$ cat config.mk
export PLATFORM = sky130hd
export DESIGN_NAME = uart_cmd_resp_flat
export DESIGN_NICKNAME = d
export VERILOG_FILES = /design/src/rtl/dso_uart_pkg.sv /design/src/rtl/uart_cmd_resp_if.sv /design/src/rtl/uart_tx_byte.sv /design/src/rtl/uart_cmd_resp.sv /design/src/flat_wrapper.sv
export SDC_FILE = /design/constraint.sdc
export NUM_CORES = 1
export LEC_CHECK = 0
export CAP_MARGIN = 10
export CORE_MARGIN = 4
export CORE_UTILIZATION = 59
export CTS_BUF_LIST = sky130_fd_sc_hd__clkbuf_8
export DETAILED_ROUTE_END_ITERATION = 6
export PLACE_DENSITY = 0.82
export SLEW_MARGIN = 20
export SYNTH_ARGS = -nofsm -noshare
export SYNTH_HDL_FRONTEND = slang
export SYNTH_HIERARCHICAL = 1
export SYNTH_SLANG_ARGS = --single-unit
$ cat constraint.sdc
create_clock -name clk -period 2.7 [get_ports clk]
set_clock_uncertainty 0.2 [all_clocks]
set_input_delay 0.675 -clock clk [delete_from_list [all_inputs] [get_ports clk]]
set_output_delay 0.675 -clock clk [all_outputs]
set_load 0.02 [all_outputs]
$ cat src/rtl/dso_uart_pkg.sv
// Shared constants and state types for the scope's host UART link.
package dso_uart_pkg;

    localparam logic [7:0] POS_ACK  = 8'hA5;
    localparam logic [7:0] NEG_ACK  = 8'hEE;

    localparam logic [7:0] DUMP_CH  = 8'h01;
    localparam logic [7:0] CFG_GAIN = 8'h02;
    localparam logic [7:0] TRIG_LVL = 8'h03;
    localparam logic [7:0] TRIG_POS = 8'h04;
    localparam logic [7:0] SET_DEC  = 8'h05;
    localparam logic [7:0] TRIG_CFG = 8'h06;
    localparam logic [7:0] TRIG_RD  = 8'h07;
    localparam logic [7:0] EEP_WRT  = 8'h08;
    localparam logic [7:0] EEP_RD   = 8'h09;

    typedef enum logic [1:0] {
        WAIT_B2,
        WAIT_B1,
        WAIT_B0,
        READY
    } asm_state_e;

    typedef enum logic [1:0] {
        RX_IDLE,
        RX_START,
        RX_DATA,
        RX_STOP
    } rx_state_e;

endpackage

$ cat src/rtl/uart_cmd_resp_if.sv
// Dispatcher-side command/response bus of the host UART responder.
interface uart_cmd_resp_if;
    logic [23:0] cmd;
    logic        cmd_rdy;
    logic        clr_cmd_rdy;
    logic [7:0]  resp;
    logic        send_resp;
    logic        resp_sent;
    logic        tx_busy;
    logic        frame_err;
    logic        overrun;

    modport slave (
        output cmd, cmd_rdy, resp_sent, tx_busy, frame_err, overrun,
        input  clr_cmd_rdy, resp, send_resp
    );

    modport master (
        input  cmd, cmd_rdy, resp_sent, tx_busy, frame_err, overrun,
        output clr_cmd_rdy, resp, send_resp
    );
endinterface

$ cat src/rtl/uart_tx_byte.sv
// 8N1 byte serialiser, LSB first; tx_done pulses on the cycle tx_busy falls.
module uart_tx_byte #(
    parameter int unsigned BAUD_DIV = 2604
) (
    input  logic       clk,
    input  logic       rst,
    input  logic       trmt,
    input  logic [7:0] tx_data,
    output logic       TX,
    output logic       tx_busy,
    output logic       tx_done
);
    localparam int unsigned BW = $clog2(BAUD_DIV) + 1;

    logic          busy_q, busy_d;
    logic          tx_q, tx_d;
    logic          done_q, done_d;
    logic [BW-1:0] cnt_q, cnt_d;
    logic [3:0]    bit_q, bit_d;
    logic [7:0]    shift_q, shift_d;

    // bit_q: 0 = start, 1..8 = data, 9 = stop; shifter back-fills ones so it yields the stop level
    always_comb begin
        busy_d  = busy_q;
        tx_d    = tx_q;
        done_d  = 1'b0;
        cnt_d   = cnt_q;
        bit_d   = bit_q;
        shift_d = shift_q;
        if (!busy_q) begin
            if (trmt) begin
                busy_d  = 1'b1;
                tx_d    = 1'b0;
                shift_d = tx_data;
                cnt_d   = '0;
                bit_d   = '0;
            end
        end else if (cnt_q == BW'(BAUD_DIV - 1)) begin
            cnt_d = '0;
            if (bit_q == 4'd9) begin
                busy_d = 1'b0;
                tx_d   = 1'b1;
                done_d = 1'b1;
            end else begin
                bit_d   = bit_q + 4'd1;
                tx_d    = shift_q[0];
                shift_d = {1'b1, shift_q[7:1]};
            end
        end else begin
            cnt_d = cnt_q + BW'(1);
        end
    end

    always_ff @(posedge clk) begin
        if (rst) begin
            busy_q  <= 1'b0;
            tx_q    <= 1'b1;
            done_q  <= 1'b0;
            cnt_q   <= '0;
            bit_q   <= '0;
            shift_q <= '0;
        end else begin
            busy_q  <= busy_d;
            tx_q    <= tx_d;
            done_q  <= done_d;
            cnt_q   <= cnt_d;
            bit_q   <= bit_d;
            shift_q <= shift_d;
        end
    end

    assign TX      = tx_q;
    assign tx_busy = busy_q;
    assign tx_done = done_q;
endmodule

$ cat src/rtl/uart_cmd_resp.sv
// Host UART responder: assembles 3-byte commands from RX and serialises 1-byte responses on TX.
module uart_cmd_resp
    import dso_uart_pkg::*;
#(
    parameter int unsigned BAUD_DIV = 2604,
    parameter int unsigned GAP_TO   = 65535
) (
    input  logic             clk,
    input  logic             rst,
    input  logic             RX,
    output logic             TX,
    uart_cmd_resp_if.slave   bus
);
    localparam int unsigned BW   = $clog2(BAUD_DIV) + 1;
    localparam int unsigned GW   = $clog2(GAP_TO + 1);
    localparam int unsigned HALF = BAUD_DIV / 2;

    logic          rx_s1_q, rx_s2_q, rx_s3_q;
    rx_state_e     rx_state_q, rx_state_d;
    logic [BW-1:0] rx_cnt_q, rx_cnt_d;
    logic [2:0]    rx_bit_q, rx_bit_d;
    logic [7:0]    rx_shift_q, rx_shift_d;
    logic          byte_vld, rx_ferr;

    asm_state_e    state_q, state_d;
    logic [23:0]   cmd_q, cmd_d;
    logic          cmd_rdy_q, cmd_rdy_d;
    logic          overrun_q, overrun_d;
    logic          frame_err_q, frame_err_d;
    logic [GW-1:0] gap_q, gap_d;

    logic          tx_busy, tx_done;

    // Receiver: falling edge of synchronised RX arms a half-bit start qualification
    always_comb begin
        rx_state_d = rx_state_q;
        rx_cnt_d   = rx_cnt_q;
        rx_bit_d   = rx_bit_q;
        rx_shift_d = rx_shift_q;
        byte_vld   = 1'b0;
        rx_ferr    = 1'b0;
        case (rx_state_q)
            RX_IDLE: begin
                if (rx_s3_q && !rx_s2_q) begin
                    rx_state_d = RX_START;
                    rx_cnt_d   = '0;
                end
            end
            RX_START: begin
                if (rx_cnt_q == BW'(HALF - 1)) begin
                    rx_cnt_d   = '0;
                    rx_bit_d   = '0;
                    rx_state_d = rx_s2_q ? RX_IDLE : RX_DATA;
                end else begin
                    rx_cnt_d = rx_cnt_q + BW'(1);
                end
            end
            RX_DATA: begin
                if (rx_cnt_q == BW'(BAUD_DIV - 1)) begin
                    rx_cnt_d   = '0;
                    rx_shift_d = {rx_s2_q, rx_shift_q[7:1]};
                    rx_bit_d   = rx_bit_q + 3'd1;
                    if (rx_bit_q == 3'd7) rx_state_d = RX_STOP;
                end else begin
                    rx_cnt_d = rx_cnt_q + BW'(1);
                end
            end
            RX_STOP: begin
                if (rx_cnt_q == BW'(BAUD_DIV - 1)) begin
                    rx_cnt_d   = '0;
                    rx_state_d = RX_IDLE;
                    byte_vld   = rx_s2_q;
                    rx_ferr    = !rx_s2_q;
                end else begin
                    rx_cnt_d = rx_cnt_q + BW'(1);
                end
            end
            default: rx_state_d = RX_IDLE;
        endcase
    end

    // Assembler: a clear in READY takes effect before a coincident byte is considered
    always_comb begin
        state_d   = state_q;
        cmd_d     = cmd_q;
        gap_d     = '0;
        overrun_d = 1'b0;
        case (state_q)
            WAIT_B2: begin
                if (byte_vld) begin
                    cmd_d[23:16] = rx_shift_q;
                    state_d      = WAIT_B1;
                end
            end
            WAIT_B1, WAIT_B0: begin
                if (byte_vld) begin
                    if (state_q == WAIT_B1) begin
                        cmd_d[15:8] = rx_shift_q;
                        state_d     = WAIT_B0;
                    end else begin
                        cmd_d[7:0] = rx_shift_q;
                        state_d    = READY;
                    end
                end else if (rx_ferr || gap_q == GW'(GAP_TO)) begin
                    state_d = WAIT_B2;
                end else if (rx_state_q == RX_IDLE) begin
                    gap_d = gap_q + GW'(1);
                end
            end
            READY: begin
                if (bus.clr_cmd_rdy) begin
                    if (byte_vld) begin
                        cmd_d[23:16] = rx_shift_q;
                        state_d      = WAIT_B1;
                    end else begin
                        state_d = WAIT_B2;
                    end
                end else if (byte_vld) begin
                    overrun_d = 1'b1;
                end
            end
            default: state_d = WAIT_B2;
        endcase
        cmd_rdy_d   = (state_d == READY);
        frame_err_d = rx_ferr;
    end

    always_ff @(posedge clk) begin
        if (rst) begin
            rx_s1_q     <= 1'b1;
            rx_s2_q     <= 1'b1;
            rx_s3_q     <= 1'b1;
            rx_state_q  <= RX_IDLE;
            rx_cnt_q    <= '0;
            rx_bit_q    <= '0;
            rx_shift_q  <= '0;
            state_q     <= WAIT_B2;
            cmd_q       <= '0;
            cmd_rdy_q   <= 1'b0;
            overrun_q   <= 1'b0;
            frame_err_q <= 1'b0;
            gap_q       <= '0;
        end else begin
            rx_s1_q     <= RX;
            rx_s2_q     <= rx_s1_q;
            rx_s3_q     <= rx_s2_q;
            rx_state_q  <= rx_state_d;
            rx_cnt_q    <= rx_cnt_d;
            rx_bit_q    <= rx_bit_d;
            rx_shift_q  <= rx_shift_d;
            state_q     <= state_d;
            cmd_q       <= cmd_d;
            cmd_rdy_q   <= cmd_rdy_d;
            overrun_q   <= overrun_d;
            frame_err_q <= frame_err_d;
            gap_q       <= gap_d;
        end
    end

    uart_tx_byte #(.BAUD_DIV(BAUD_DIV)) u_tx (
        .clk     (clk),
        .rst     (rst),
        .trmt    (bus.send_resp),
        .tx_data (bus.resp),
        .TX      (TX),
        .tx_busy (tx_busy),
        .tx_done (tx_done)
    );

    assign bus.cmd       = cmd_q;
    assign bus.cmd_rdy   = cmd_rdy_q;
    assign bus.overrun   = overrun_q;
    assign bus.frame_err = frame_err_q;
    assign bus.tx_busy   = tx_busy;
    assign bus.resp_sent = tx_done;
endmodule

$ cat src/flat_wrapper.sv
// flat-port wrapper written by rule: the top's interface ports become plain ports
module uart_cmd_resp_flat import dso_uart_pkg::*;
#(
    parameter int unsigned BAUD_DIV = 2604,
    parameter int unsigned GAP_TO   = 65535
)
  (clk, rst, RX, TX, bus_cmd, bus_cmd_rdy, bus_resp_sent, bus_tx_busy, bus_frame_err, bus_overrun, bus_clr_cmd_rdy, bus_resp, bus_send_resp);
  uart_cmd_resp_if bus_i ();
  input  logic clk;
  input  logic rst;
  input  logic RX;
  output logic TX;
  output wire logic [$bits(bus_i.cmd)-1:0] bus_cmd;
  output wire logic [$bits(bus_i.cmd_rdy)-1:0] bus_cmd_rdy;
  output wire logic [$bits(bus_i.resp_sent)-1:0] bus_resp_sent;
  output wire logic [$bits(bus_i.tx_busy)-1:0] bus_tx_busy;
  output wire logic [$bits(bus_i.frame_err)-1:0] bus_frame_err;
  output wire logic [$bits(bus_i.overrun)-1:0] bus_overrun;
  input wire logic [$bits(bus_i.clr_cmd_rdy)-1:0] bus_clr_cmd_rdy;
  input wire logic [$bits(bus_i.resp)-1:0] bus_resp;
  input wire logic [$bits(bus_i.send_resp)-1:0] bus_send_resp;
  assign bus_cmd = bus_i.cmd;
  assign bus_cmd_rdy = bus_i.cmd_rdy;
  assign bus_resp_sent = bus_i.resp_sent;
  assign bus_tx_busy = bus_i.tx_busy;
  assign bus_frame_err = bus_i.frame_err;
  assign bus_overrun = bus_i.overrun;
  assign bus_i.clr_cmd_rdy = bus_clr_cmd_rdy;
  assign bus_i.resp = bus_resp;
  assign bus_i.send_resp = bus_send_resp;
  uart_cmd_resp #(.BAUD_DIV(BAUD_DIV), .GAP_TO(GAP_TO)) u_core (.clk(clk), .rst(rst), .RX(RX), .TX(TX), .bus(bus_i));
endmodule
; ---- Word-level counts from Yosys, hierarchy flattened
; Cells that the tools add are included.
[classes]
n_addsub = 5
n_reduce_logical = 21
bitwise = 6
eq_ne = 21
n_mul = 0
div = 0
mux = 49
shifts = 0
order_cmp = 0
[ops]
columns = operator, count
row1 = two-way mux 13 bit, 6
row2 = two-way mux 8 bit, 6
row3 = case mux 13 bit (3 select lines), 1
row4 = adder 13 x 1 -> 13 bit (second input constant), 2
row5 = == test 13 x 12 -> 1 bit (second input constant), 2
row6 = two-way mux 2 bit, 10
row7 = adder 16 x 1 -> 16 bit (second input constant), 1
row8 = == test 16 bit (second input constant), 1
row9 = two-way mux 1 bit, 16
row10 = two-way mux 4 bit, 4
row11 = case mux 8 bit (2 select lines), 1
row12 = == test 13 x 11 -> 1 bit (second input constant), 1
row13 = != test 2 x 1 -> 1 bit (second input constant), 6
row14 = AND reduction 3 bit, 4
row15 = == test 2 bit (second input constant), 5
row16 = case mux 2 bit (4 select lines), 1
row17 = two-way mux 3 bit, 2
row18 = inverter 1 bit, 6
row19 = case mux 2 bit (3 select lines), 1
row20 = case mux 3 bit (2 select lines), 1
row21 = AND reduction 2 bit, 3
row22 = nonzero test 2 bit, 3
row23 = OR reduction 3 bit, 2
row24 = AND reduction 5 bit, 1
row25 = 12 further kinds, 16
[word_totals]
mem_bits_rw = 0
latch_bits = 0
register_bits = 102
mem_bits_ro = 0
mem_count = 0

; ---- Depth between registers and ports, before layout
; Gate-level depths: netlist of the first run.
[logic_depth]
depth_word = 8
mapped_depth = 7

; ---- Modules after synthesis
; The synthesis of the first run kept the hierarchy.
[modules_own_cells]
columns = module, cells_each, area_each_um2, seq_area_each_um2, n_inst
row1 = uart_cmd_resp, 342, 3176.8, 1481.4, 1
row2 = uart_tx_byte, 157, 1416.4, 560.5, 1

; ---- Worst setup path after synthesis of the first run
; OpenSTA, ideal clock, no wires.
[synth_timing]
kind = register to register
startpoint = register u_core.rx_cnt_q[0]
endpoint = register u_core.rx_state_q[0]
setup_time_ns = 0.071
path_stages_with_launch = 7
setup_slack_ns = 0.610
t_arrival_ns = 1.819
path_buffers = 0
period_less_slack_ns = 2.090
cell_sequence = dfxtp_1 ha_1 and2_1 nand4_4 a22o_4 or4_1 a21oi_1
[synth_between]
elab_chain_len = 3
elab_cells_between_ends = 6
classes_between = 5 x eq/ne / 1 x reduce/logical
[synth_rtl]
columns = element, line_no
row1 = from (decl), uart_cmd_resp.sv:20  ; logic [BW-1:0] rx_cnt_q, rx_cnt_d;
row2 = from (signal assigned), uart_cmd_resp.sv:148  ; rx_cnt_q <= rx_cnt_d;
row3 = == test 13 x 12 -> 1 bit or == test 13 x 11 -> 1 bit (tied branches), "uart_cmd_resp.sv:59, uart_cmd_resp.sv:69, uart_cmd_resp.sv:50"
row4 = != test 2 x 1 -> 1 bit (no line), n/a
row5 = AND reduction 5 bit (no line) (*), n/a
row6 = to (signal assigned), uart_cmd_resp.sv:147  ; rx_state_q <= rx_state_d;
row7 = to (decl), uart_cmd_resp.sv:19  ; rx_state_e rx_state_q, rx_state_d;
; Mark *: on every way between the ends. The rest lies on a longest branch, timed or not.
; A chain may end at the register's enable or synchronous reset.

; ---- Worst setup path in the final report of the first run
[layout_timing]
startpoint = register u_core.u_tx.busy_q (netlist: u_core/u_tx/tx_busy)
endpoint = output port bus_tx_busy
[layout_lines]
columns = element, line_no
row1 = from (decl), uart_tx_byte.sv:15  ; logic busy_q, busy_d;
row2 = from (signal assigned), uart_tx_byte.sv:63  ; busy_q <= busy_d;
row3 = to (decl), flat_wrapper.sv:16  ; output wire logic [$bits(bus_i.tx_busy)-1:0] bus_tx_busy;
; No word-level cell between the ends.

==> summary.md, run 1 <==
| Metric | Value |
|---|---|
| Die width | `between 90 and 100 um` |
| Total gr overflow | `0` |
| I/O pins | `43` |
| Period minus WS final | `2.50 ns` |
| Max clock buf depth | `2` |
| Syn_area_per_cell | `approximately 9.2 um2` |
| Max cap viols | `0` |
| Post-Syn Instances | `approximately 500` |
| CP Capture Point | `bus_tx_busy` |
| Fin cells | `646` |
| Crit path from | `u_core/u_tx/tx_busy$_SDFF_PP0_` |
| CP Capture Type | `primary output` |
| Total Power | `~0.0026 W` |
| Vias in the first global route | `approximately 3,500` |
| Area contributors post-synth | `dfxtp_1 44%, nor2_1 6.8%, mux2i_1 5.7%` |
| Clock transition at path regs | `about 0.11 ns` |
| Routability cong. | `0.894` |
| First-pass GRT wire length | `~16,000 um` |
| Htree depth | `3` |
| WP data required | `1.82 ns` |
| Seq/Total Area, Yosys | `between 40% and 50%` |
| Residual DRC count | `0` |
| Simple-gate share of the synthesized area | `about a quarter` |
| Leakage | `1.96 nW` |
| Area Growth Syn to Fin | `15.0%` |
| Synth top area share | `44.5%` |
| Status | `completed` |
| Buf+Inv Stages, Crit Path | `1` |
| R2R setup slack | `0.43 ns` |
| Footprint of the multi-input gates | `approximately 0.0024 mm2` |
| Starting density of the core | `62.0%` |
| Register area | `0.00204 mm2` |
| # clock sinks | `102` |
| Die Span Y | `around 96 um` |
| Hold_buf cts | `0` |
| Clk root buf | `clkbuf_8` |
| Post-route ant nets | `0` |
| Antenna diode count | `0` |
| Layout cells sized above 1 | `10.4%` |
| Filler instances | `559` |
| Main combinational cell family by area after synthesis | `simple AND/OR/NAND/NOR gates` |
| PD cells | `498 mW/mm2` |
| Synth Area in Compound Gates | `about an eighth` |
| Levels on crit path | `1` |
| Synth area leader | `dfxtp_1` |
| Ys Warns | `6` |
| Synth Area in XOR/XNOR | `approximately 4.8%` |
| CP Launch Type | `register` |
| Starting DRT DRC Count | `161` |
| DR vias/cell | `about 5.7` |
| R2R Path End | `u_core/rx_state_q[0]$_SDFFE_PP0P_` |
| Pins Over Slew Limit | `0` |
| Max VDD drop | `0.337 mV` |
| Asr flop ratio synth | `0%` |
| Final setup vio count | `0` |
| Post-synth top cells | `102 x dfxtp_1, 83 x nor2_1, 38 x nand2_1` |
| Crit path DAT | `approximately 1.6 ns` |
| Rows | `31` |
| Routed wire length | `9280 um` |
| Fmax | `0.400 GHz` |
| Cells along the critical path | `clkdlybuf4s50_1` |
| CP Class | `reg2out` |
| Ys flop type | `dfxtp_1` |
| Mux share of post-synthesis cell area | `between 5 and 6%` |
| Final worst setup slack | `between 0.2 and 0.25 ns` |
| Adder-cell share of the synthesized area | `3.27%` |
| Fin crit share | `92.5%` |
| Number of synthesized flops with an enable pin | `0` |
| Count leader, synth | `dfxtp_1` |
| Reg2Reg Launch Point | `u_core/rx_cnt_q[0]$_SDFFE_PP0P_` |
| Least-Margin Pin Slew | `approximately 0.6 ns` |
| Cell count after placement | `630` |
| Via count | `roughly 3,700` |
| First-pass iteration count of the detailed router | `4` |
| DR WL/cell | `14.4 um` |
| Worst skew pair latency | `about 0.37 ns` |
| Yosys reg bits | `102` |
| RSZ-0062 raised after global routing | `false` |
| Area of the core | `0.00741 mm2` |
| TritonCTS clock tree | `built` |
| GRT Util Overall | `21.1%` |
| Critical path's top delay family | `buffers and inverters` |
| Gates resized, CTS repair | `0` |
| Largest net degree at the start of global routing | `35` |
| Slowest stage delay, CP | `0.68 ns` |
| Worst hold path type | `reg2reg` |
| PortBufs | `42` |
| Final Hold Viols | `0` |
| Initial antenna violation count | `0` |
| Netlist cell types | `64` |
| Setup_tns | `0 ns` |
| Slowest stage cell, crit path | `clkdlybuf4s50_1` |
| Slew headroom | `60.3%` |
| Die area | `0.00926 mm2` |
| Cell Area, Synth | `approximately 0.0046 mm2` |
| HPWL Detailed | `6500 um` |
| Post-CTS Setup Inserts | `0` |
| DP Worst Slack | `between 0.3 and 0.4 ns` |
| Crit-path max FO | `12` |
| Final Net Count | `567` |
| Hold slack | `0.222 ns` |
| Total CTS buffers | `9` |
| Syn Nets | `524` |
| Reg2reg path depth | `6` |
## flip-flops by register name, summed over array words and instances (netlist names), 2 cells and up, named ones only
signal,count
u_core/gap_q,16
u_core/u_tx/bit_q,4
u_core/state_q,2
u_core/bus.cmd,24
u_core/rx_shift_q,8
u_core/rx_bit_q,3
u_core/rx_cnt_q,13
u_core/u_tx/shift_q,8
u_core/u_tx/cnt_q,13
## layout make-up
class	count	share of cell area, %
clock inverters	7	1.37
clock buffers	9	2.35
multi-input cells	364	45.3
inverters	16	1.14
well taps	99	2.35
repair buffers	49	8.86
flip-flops and latches	102	38.7
## report_power, final
| part | switching, W | leakage, nW | internal, W |
|---|---|---|---|
| clock | 0.000582 | 0.0974 | 0.000366 |
| sequential | 0.0000213 | 0.825 | 0.00152 |
| combinational | 0.0000776 | 1.04 | 0.0000624 |
| total | 0.000681 | 1.96 | 0.00195 |
## per-layer routing
metal  vias up  wire length [um]  part of all wire (%)  track usage (%)
met5         -                 0                     0                0
li1       1864                 -                     -                -
met4         0                97                   1.0             5.57
met1      1762              4310                    46             27.2
met3        11               422                   4.5             5.71
met2        73              4450                    48             34.8
## cells in the final DEF (no fill, tap or decap), drive strengths merged, types with 2 or more instances in the layout
master	count
a211oi	4
a21oi	19
a22o	6
a2bb2oi	2
a31oi	15
a41oi	2
and2	2
and3	4
and4	6
and4bb	3
buf	8
clkbuf	9
clkdlybuf4s50	41
dfxtp	102
ha	12
inv	21
mux2i	26
nand2	38
nand2b	4
nand3	20
nand3b	3
nand4	14
nor2	83
nor2b	5
nor3	13
nor3b	5
nor4	7
nor4b	2
o21ai	9
o221a	7
o31a	2
o41ai	2
or2	4
or3	5
or4	3
xnor2	15
xor2	10
## worst min-delay path by stage
| stage | startpoint | end | slack, ns | cells after the start |
|---|---|---|---|---|
| final | u_core/rx_s1_q$_SDFF_PP1_ | u_core/rx_s2_q$_SDFF_PP1_ | 0.22 | 1 |
| after CTS | u_core/rx_s1_q$_SDFF_PP1_ | u_core/rx_s2_q$_SDFF_PP1_ | 0.22 | 1 |
| after global placement | u_core/rx_s1_q$_SDFF_PP1_ | u_core/rx_s2_q$_SDFF_PP1_ | 0.19 | 1 |
| after detailed placement | u_core/rx_s1_q$_SDFF_PP1_ | u_core/rx_s2_q$_SDFF_PP1_ | 0.19 | 1 |
| after floorplan | u_core/rx_s1_q$_SDFF_PP1_ | u_core/rx_s2_q$_SDFF_PP1_ | 0.19 | 1 |
| after global routing | u_core/rx_s1_q$_SDFF_PP1_ | u_core/rx_s2_q$_SDFF_PP1_ | 0.25 | 1 |
## per-stage QoR
step | instance area (um2) | utilization [%]
floorplan | 4590 | -
detailed placement | 5080 | 68.6
finish | 5280 | 71.3
global placement | 5080 | 68.6
CTS | 5280 | 71.3
global route | 5280 | 71.3
## kinds of logic after synthesis
kind of cell	after synthesis
adders and majority gates	12
xor gates and xnor gates	25
and+or+nand+nor	224
AOI/OAI and AO/OA	76
DFF	102
muxes	27
buffers and inverters	33
Power figures use the tool's default switching activity.
==> run 2: changes to the inputs <==
- CORE_UTILIZATION: 59 -> 64
- PLACE_DENSITY: 0.82 -> 0.88
- clock period: 2.7 -> 3.05 ns (I/O delays scaled with it)
==> run 2 against run 1 <==
Final cell count fell by 0.62%. Utilization up 5.3 points. Die area shrank 7.2%. Global-route usage increased by 1.9 points. First-iteration DRC count decreased by 3.7%. Highest routed layer unchanged.
==> summary.md, run 2 (same netlist as run 1, synthesis figures left out) <==
| Metric | Value |
|---|---|
| Status | `completed` |
| Area Growth Syn to Fin | `14.6%` |
| Gates resized, CTS repair | `0` |
| RSZ-0062 raised after global routing | `false` |
| Leakage | `1.96 nW` |
| Cell count after placement | `626` |
| Levels on crit path | `1` |
| Clock Power Share | `approximately a third` |
| Reg2Reg Launch Point | `u_core/rx_cnt_q[0]$_SDFFE_PP0P_` |
| Least-Margin Pin Slew | `0.630 ns` |
| CP Class | `reg2out` |
| Most common cell after layout, fill and taps aside | `dfxtp_1` |
| HPWL Detailed | `~6500 um` |
| Switch share | `about 25%` |
| Slowest stage cell, crit path | `clkdlybuf4s50_1` |
| Worst hold path type | `reg2reg` |
| R2R setup slack | `0.73 ns` |
| Routed wire length | `9290 um` |
| Buf+Inv Stages, Crit Path | `1` |
| Via count | `roughly 3,700` |
| Vias in the first global route | `3,601` |
| Starting DRT DRC Count | `155` |
| Clk root buf | `clkbuf_8` |
| Internal power | `0.00174 W` |
| Max VDD drop | `0.355 mV` |
| PD cells | `between 400 and 500 mW/mm2` |
| CP Capture Point | `bus_tx_busy` |
| WP data required | `about 2.1 ns` |
| First-pass GRT wire length | `around 16,000 um` |
| Routability cong. | `0.910` |
| # clock sinks | `102` |
| Max clock buf depth | `2` |
| Final setup vio count | `0` |
| GRT Util Overall | `23.0%` |
| Max cap viols | `0` |
| Residual DRC count | `0` |
| Period minus WS final | `2.54 ns` |
| Register share of total power | `59.4%` |
| First-pass iteration count of the detailed router | `4` |
| DR WL/cell | `14.5 um` |
| Total gr overflow | `0` |
| Filler instances | `about 470` |
| TritonCTS clock tree | `built` |
| Fmax | `0.394 GHz` |
| Critical path's top delay family | `buffers and inverters` |
| DP Worst Slack | `0.637 ns` |
| Combinational group share of total power | `approximately 5.4%` |
| Htree depth | `3` |
| Clock transition at path regs | `0.10 ns` |
| Total CTS buffers | `9` |
| Setup_tns | `0 ns` |
| Post-CTS Setup Inserts | `0` |
| CP Launch Type | `register` |
| Area of the core | `0.00687 mm2` |
| Crit path DAT | `~1.6 ns` |
| Slowest stage delay, CP | `0.68 ns` |
| Hold_buf cts | `0` |
| Reg2reg path depth | `6` |
| Layout cells sized above 1 | `10.3%` |
| Final Hold Viols | `0` |
| I/O pins | `43` |
| Switching power total | `0.000567 W` |
| Register area | `0.00204 mm2` |
| Fin cells | `642` |
| CP Capture Type | `primary output` |
| Crit-path max FO | `12` |
| PortBufs | `42` |
| Rows | `30` |
| Slew headroom | `57.7%` |
| Largest register FFs | `24` |
| Die Span Y | `just over 90 um` |
| Starting density of the core | `66.9%` |
| R2R Path End | `u_core/rx_state_q[0]$_SDFFE_PP0P_` |
| Final Net Count | `566` |
| Final worst setup slack | `0.509 ns` |
| Footprint of the multi-input gates | `0.00239 mm2` |
| Antenna diode count | `0` |
| DR vias/cell | `5.81` |
| Commonest cells after routing, fill and taps aside | `102 x dfxtp_1, 83 x nor2_1, 41 x clkdlybuf4s50_1` |
| Worst skew pair latency | `0.36 ns` |
| Pins Over Slew Limit | `0` |
| Crit path from | `u_core/u_tx/tx_busy$_SDFF_PP0_` |
| Largest net degree at the start of global routing | `33` |
| Cells along the critical path | `clkdlybuf4s50_1` |
| Die width | `92.7 um` |
| Fin crit share | `83.3%` |
| Post-route ant nets | `0` |
| Initial antenna violation count | `0` |
| Die area | `0.00860 mm2` |
run 2: cell types whose count changed in the layout (fill, tap and decap cells not counted), sizes merged:
| cell | change |
|---|---|
| clkinv | +1 |
| buf | -1 |
| inv | -1 |
| clkinvlp | -1 |
| clkbuf | +1 |
run 2: worst min path at each step:
stage | from | endpoint | depth (start not counted)
after global routing | u_core/rx_s1_q$_SDFF_PP1_ | u_core/rx_s2_q$_SDFF_PP1_ | 1
after global placement | u_core/rx_s1_q$_SDFF_PP1_ | u_core/rx_s2_q$_SDFF_PP1_ | 1
after CTS | u_core/rx_s1_q$_SDFF_PP1_ | u_core/rx_s2_q$_SDFF_PP1_ | 1
final | u_core/rx_s1_q$_SDFF_PP1_ | u_core/rx_s2_q$_SDFF_PP1_ | 1
after detailed placement | u_core/rx_s1_q$_SDFF_PP1_ | u_core/rx_s2_q$_SDFF_PP1_ | 1
after floorplan | u_core/rx_s1_q$_SDFF_PP1_ | u_core/rx_s2_q$_SDFF_PP1_ | 1
run 2: metrics by stage:
stage | instance area [um2] | hold WS (ns) | total power, W | utilization, %
finish | 5260 | 0.224 | 0.00230 | 76.6
global placement | 5070 | 0.196 | 0.00152 | 73.9
global route | 5260 | 0.232 | 0.00239 | 76.6
floorplan | 4590 | 0.189 | 0.00148 | -
detailed placement | 5070 | 0.201 | 0.00152 | 73.9
CTS | 5260 | 0.227 | 0.00232 | 76.6
run 2: final cells by class:
| cell class | count | share of cell area [%] |
|---|---|---|
| Inverter | 16 | 1.14 |
| Tap cell | 96 | 2.28 |
| Timing Repair Buffer | 48 | 8.75 |
| Clock buffer | 10 | 2.62 |
| Clock inverter | 6 | 0.975 |
| Sequential cell | 102 | 38.8 |
| Multi-Input combinational cell | 364 | 45.4 |
run 2: per-layer routing:
| metal | up-vias | global-route usage [%] | part of all wire (%) |
|---|---|---|---|
| li1 | 1864 | - | - |
| met1 | 1788 | 29.8 | 47 |
| met2 | 75 | 37.5 | 48 |
| met3 | 5 | 5.93 | 4.4 |
| met4 | 0 | 7.20 | 0.57 |
| met5 | - | 0 | 0 |
run 2: power groups by stage:
stage,combinational [W],sequential [W],clock (W)
4_1_cts,0.000125,0.00137,0.000826
3_3_place_gp,0.000120,0.00140,0
2_1_floorplan,0.0000895,0.00139,0
6_report,0.000125,0.00137,0.000811
5_1_grt,0.000137,0.00137,0.000879
3_5_place_dp,0.000125,0.00140,0
==> run 3: changes to the inputs <==
- CORE_UTILIZATION: 64 -> 54
- PLACE_DENSITY: 0.88 -> 0.79
- clock period: 3.05 -> 2.2 ns (I/O delays scaled with it)
==> run 3 against run 2 <==
Clock power increased by 53%. Worst setup slack got worse by 0.45 ns. Count of clock-buffer cells in the layout down 1. First-iteration DRC count is 17% lower. Via count is 1.2% higher. Register-to-register slack worse by 0.63 ns. Critical path type unchanged. Wire length increased by 7.5%. Combinational power is 68% higher. Die area is 17% higher. Sequential share of layout area down 1.3 points. Critical endpoint is now bus_cmd[23]. Largest power group unchanged. Sequential power is 38% higher. Utilization shrank 10 points.
==> summary.md, run 3 (same netlist as run 1, synthesis figures left out) <==
| Metric | Value |
|---|---|
| Routed wire length | `approximately 10000 um` |
| Die area | `0.0100 mm2` |
| I/O pins | `43` |
| Status | `completed` |
| Pins Over Slew Limit | `0` |
| Critical path's top delay family | `buffers and inverters` |
| Final worst setup slack | `0.0638 ns` |
| PD cells | `610 mW/mm2` |
| CP Launch Type | `register` |
| Die width | `100 um` |
| GRT Util Overall | `20.5%` |
| CP Class | `reg2out` |
| Max clock buf depth | `2` |
| DP Worst Slack | `-0.0141 ns` |
| Clock transition at path regs | `approximately 0.11 ns` |
| Internal power | `0.00251 W` |
| RSZ-0062 raised after global routing | `false` |
| Max cap viols | `0` |
| Clock Power Share | `37.1%` |
| DR WL/cell | `about 15 um` |
| Commonest cells after routing, fill and taps aside | `100 x dfxtp_1, 83 x nor2_1, 41 x clkdlybuf4s50_1` |
| Htree depth | `3` |
| WP data required | `1.45 ns` |
| Cell count after placement | `651` |
| Largest net degree at the start of global routing | `26` |
| Cells along the critical path | `clkdlybuf4s50_1` |
| Register share of total power | `between 50% and 60%` |
| Max VDD drop | `0.352 mV` |
| # clock sinks | `102` |
| Period minus WS final | `2.14 ns` |
| Antenna diode count | `0` |
| Total gr overflow | `0` |
| Final setup vio count | `0` |
| Most common cell after layout, fill and taps aside | `dfxtp_1` |
| Switching power total | `0.000823 W` |
| Starting density of the core | `55.6%` |
| First-pass GRT wire length | `16,800 um` |
| Least-Margin Pin Slew | `0.437 ns` |
| Area Growth Syn to Fin | `18.9%` |
| Largest register FFs | `24` |
| Die Span Y | `between 100 and 150 um` |
| Routability cong. | `0.919` |
| Slowest stage delay, CP | `0.63 ns` |
| Starting DRT DRC Count | `roughly 130` |
| Worst hold path type | `reg2reg` |
| Vias in the first global route | `3,646` |
| DR vias/cell | `5.66` |
| Fmax | `about 0.47 GHz` |
| Design area | `about 0.0055 mm2` |
| CP Capture Type | `primary output` |
| Combinational group share of total power | `roughly 6.3%` |
| Residual DRC count | `0` |
| Buf+Inv Stages, Crit Path | `1` |
| HPWL Detailed | `6830 um` |
| Worst skew pair latency | `about 0.37 ns` |
| Rows | `33` |
| Fin cells | `about 670` |
| Leakage | `2.05 nW` |
| Layout cells sized above 1 | `14.2%` |
| Hold slack | `0.237 ns` |
| Clk root buf | `clkbuf_8` |
| Filler instances | `666` |
| Area of the core | `0.00826 mm2` |
| Crit-path max FO | `2` |
| Post-route ant nets | `0` |
| Slowest stage cell, crit path | `clkdlybuf4s50_1` |
| Placed cell area | `roughly 0.0052 mm2` |
| Total CTS buffers | `9` |
| First-pass iteration count of the detailed router | `4` |
| PortBufs | `42` |
| Initial antenna violation count | `0` |
| Crit path DAT | `1.39 ns` |
| Final Hold Viols | `0` |
| TritonCTS clock tree | `built` |
| Slew headroom | `70.6%` |
| Final Net Count | `roughly 580` |
| Switch share | `between 20 and 25%` |
| Fin crit share | `97.1%` |
| Via count | `3,778` |
run 3: repair_timing:
| action | CTS | global route |
|---|---|---|
| setup endpoints to repair | 1 | 40 |
| gates resized for setup | 1 | 8 |
| pin swaps | 0 | 6 |
| buffers inserted | 0 | 2 |
| hold buffers | 0 | 0 |
run 3: layout make-up:
| cell class | instances | area (um2) | share of cell area [%] |
|---|---|---|---|
| Clock buffer | 9 | 124 | 2.27 |
| Clock inverter | 6 | 78.8 | 1.44 |
| Inverter | 16 | 60.1 | 1.10 |
| Multi-Input combinational cell | 364 | 2420 | 44.4 |
| Sequential cell | 102 | 2050 | 37.5 |
| Tap cell | 105 | 131 | 2.41 |
| Timing Repair Buffer | 66 | 596 | 10.9 |
run 3: final timing paths:
| path | start | endpoint | slack [ns] | cells after the start |
|---|---|---|---|---|
| worst min register to register | u_core/rx_s1_q$_SDFF_PP1_ | u_core/rx_s2_q$_SDFF_PP1_ | 0.24 | 1 |
| worst max-delay path | u_core/bus.cmd[23]$_SDFFE_PP0P_ | bus_cmd[23] | 0.06 | 1 |
| worst max register to register | u_core/rx_cnt_q[9]$_SDFFE_PP0P_ | u_core/rx_cnt_q[12]$_SDFFE_PP0P_ | 0.10 | 5 |
| worst min-delay path | u_core/rx_s1_q$_SDFF_PP1_ | u_core/rx_s2_q$_SDFF_PP1_ | 0.24 | 1 |
run 3: metrics by stage:
stage / utilization, % / TNS (ns) / power (W)
after global placement: 63.0 / 0 / 0.00213
after global routing: 66.1 / 0 / 0.00346
after detailed placement: 63.0 / -0.0175 / 0.00213
final: 66.1 / 0 / 0.00333
after CTS: 65.5 / 0 / 0.00336
after floorplan: - / 0 / 0.00205
run 3: routing by layer:
layer	vias up	GRT usage, %	wire (um)
li1	1894	-	-
met1	1805	26.5	4690
met2	69	33.4	4810
met3	10	6.12	361
met4	0	5.70	129
met5	-	0	0
run 3: power groups by stage:
stage               Sequential, W  Combinational, W  Clock (W)
floorplan                 0.00193          0.000124          0
global placement          0.00193          0.000199          0
detailed placement        0.00193          0.000204          0
CTS                       0.00189          0.000206    0.00127
global route              0.00189          0.000229    0.00134
finish                    0.00189          0.000210    0.00124
run 3: worst reg2reg max path: cells and delay by family, from the launching register on:
family / cells / cell delay (ns)
AO/OA/AOI/OAI: 1 / 0.16
flip-flops: 1 / 0.50
AND/OR/NAND/NOR: 4 / 1.18
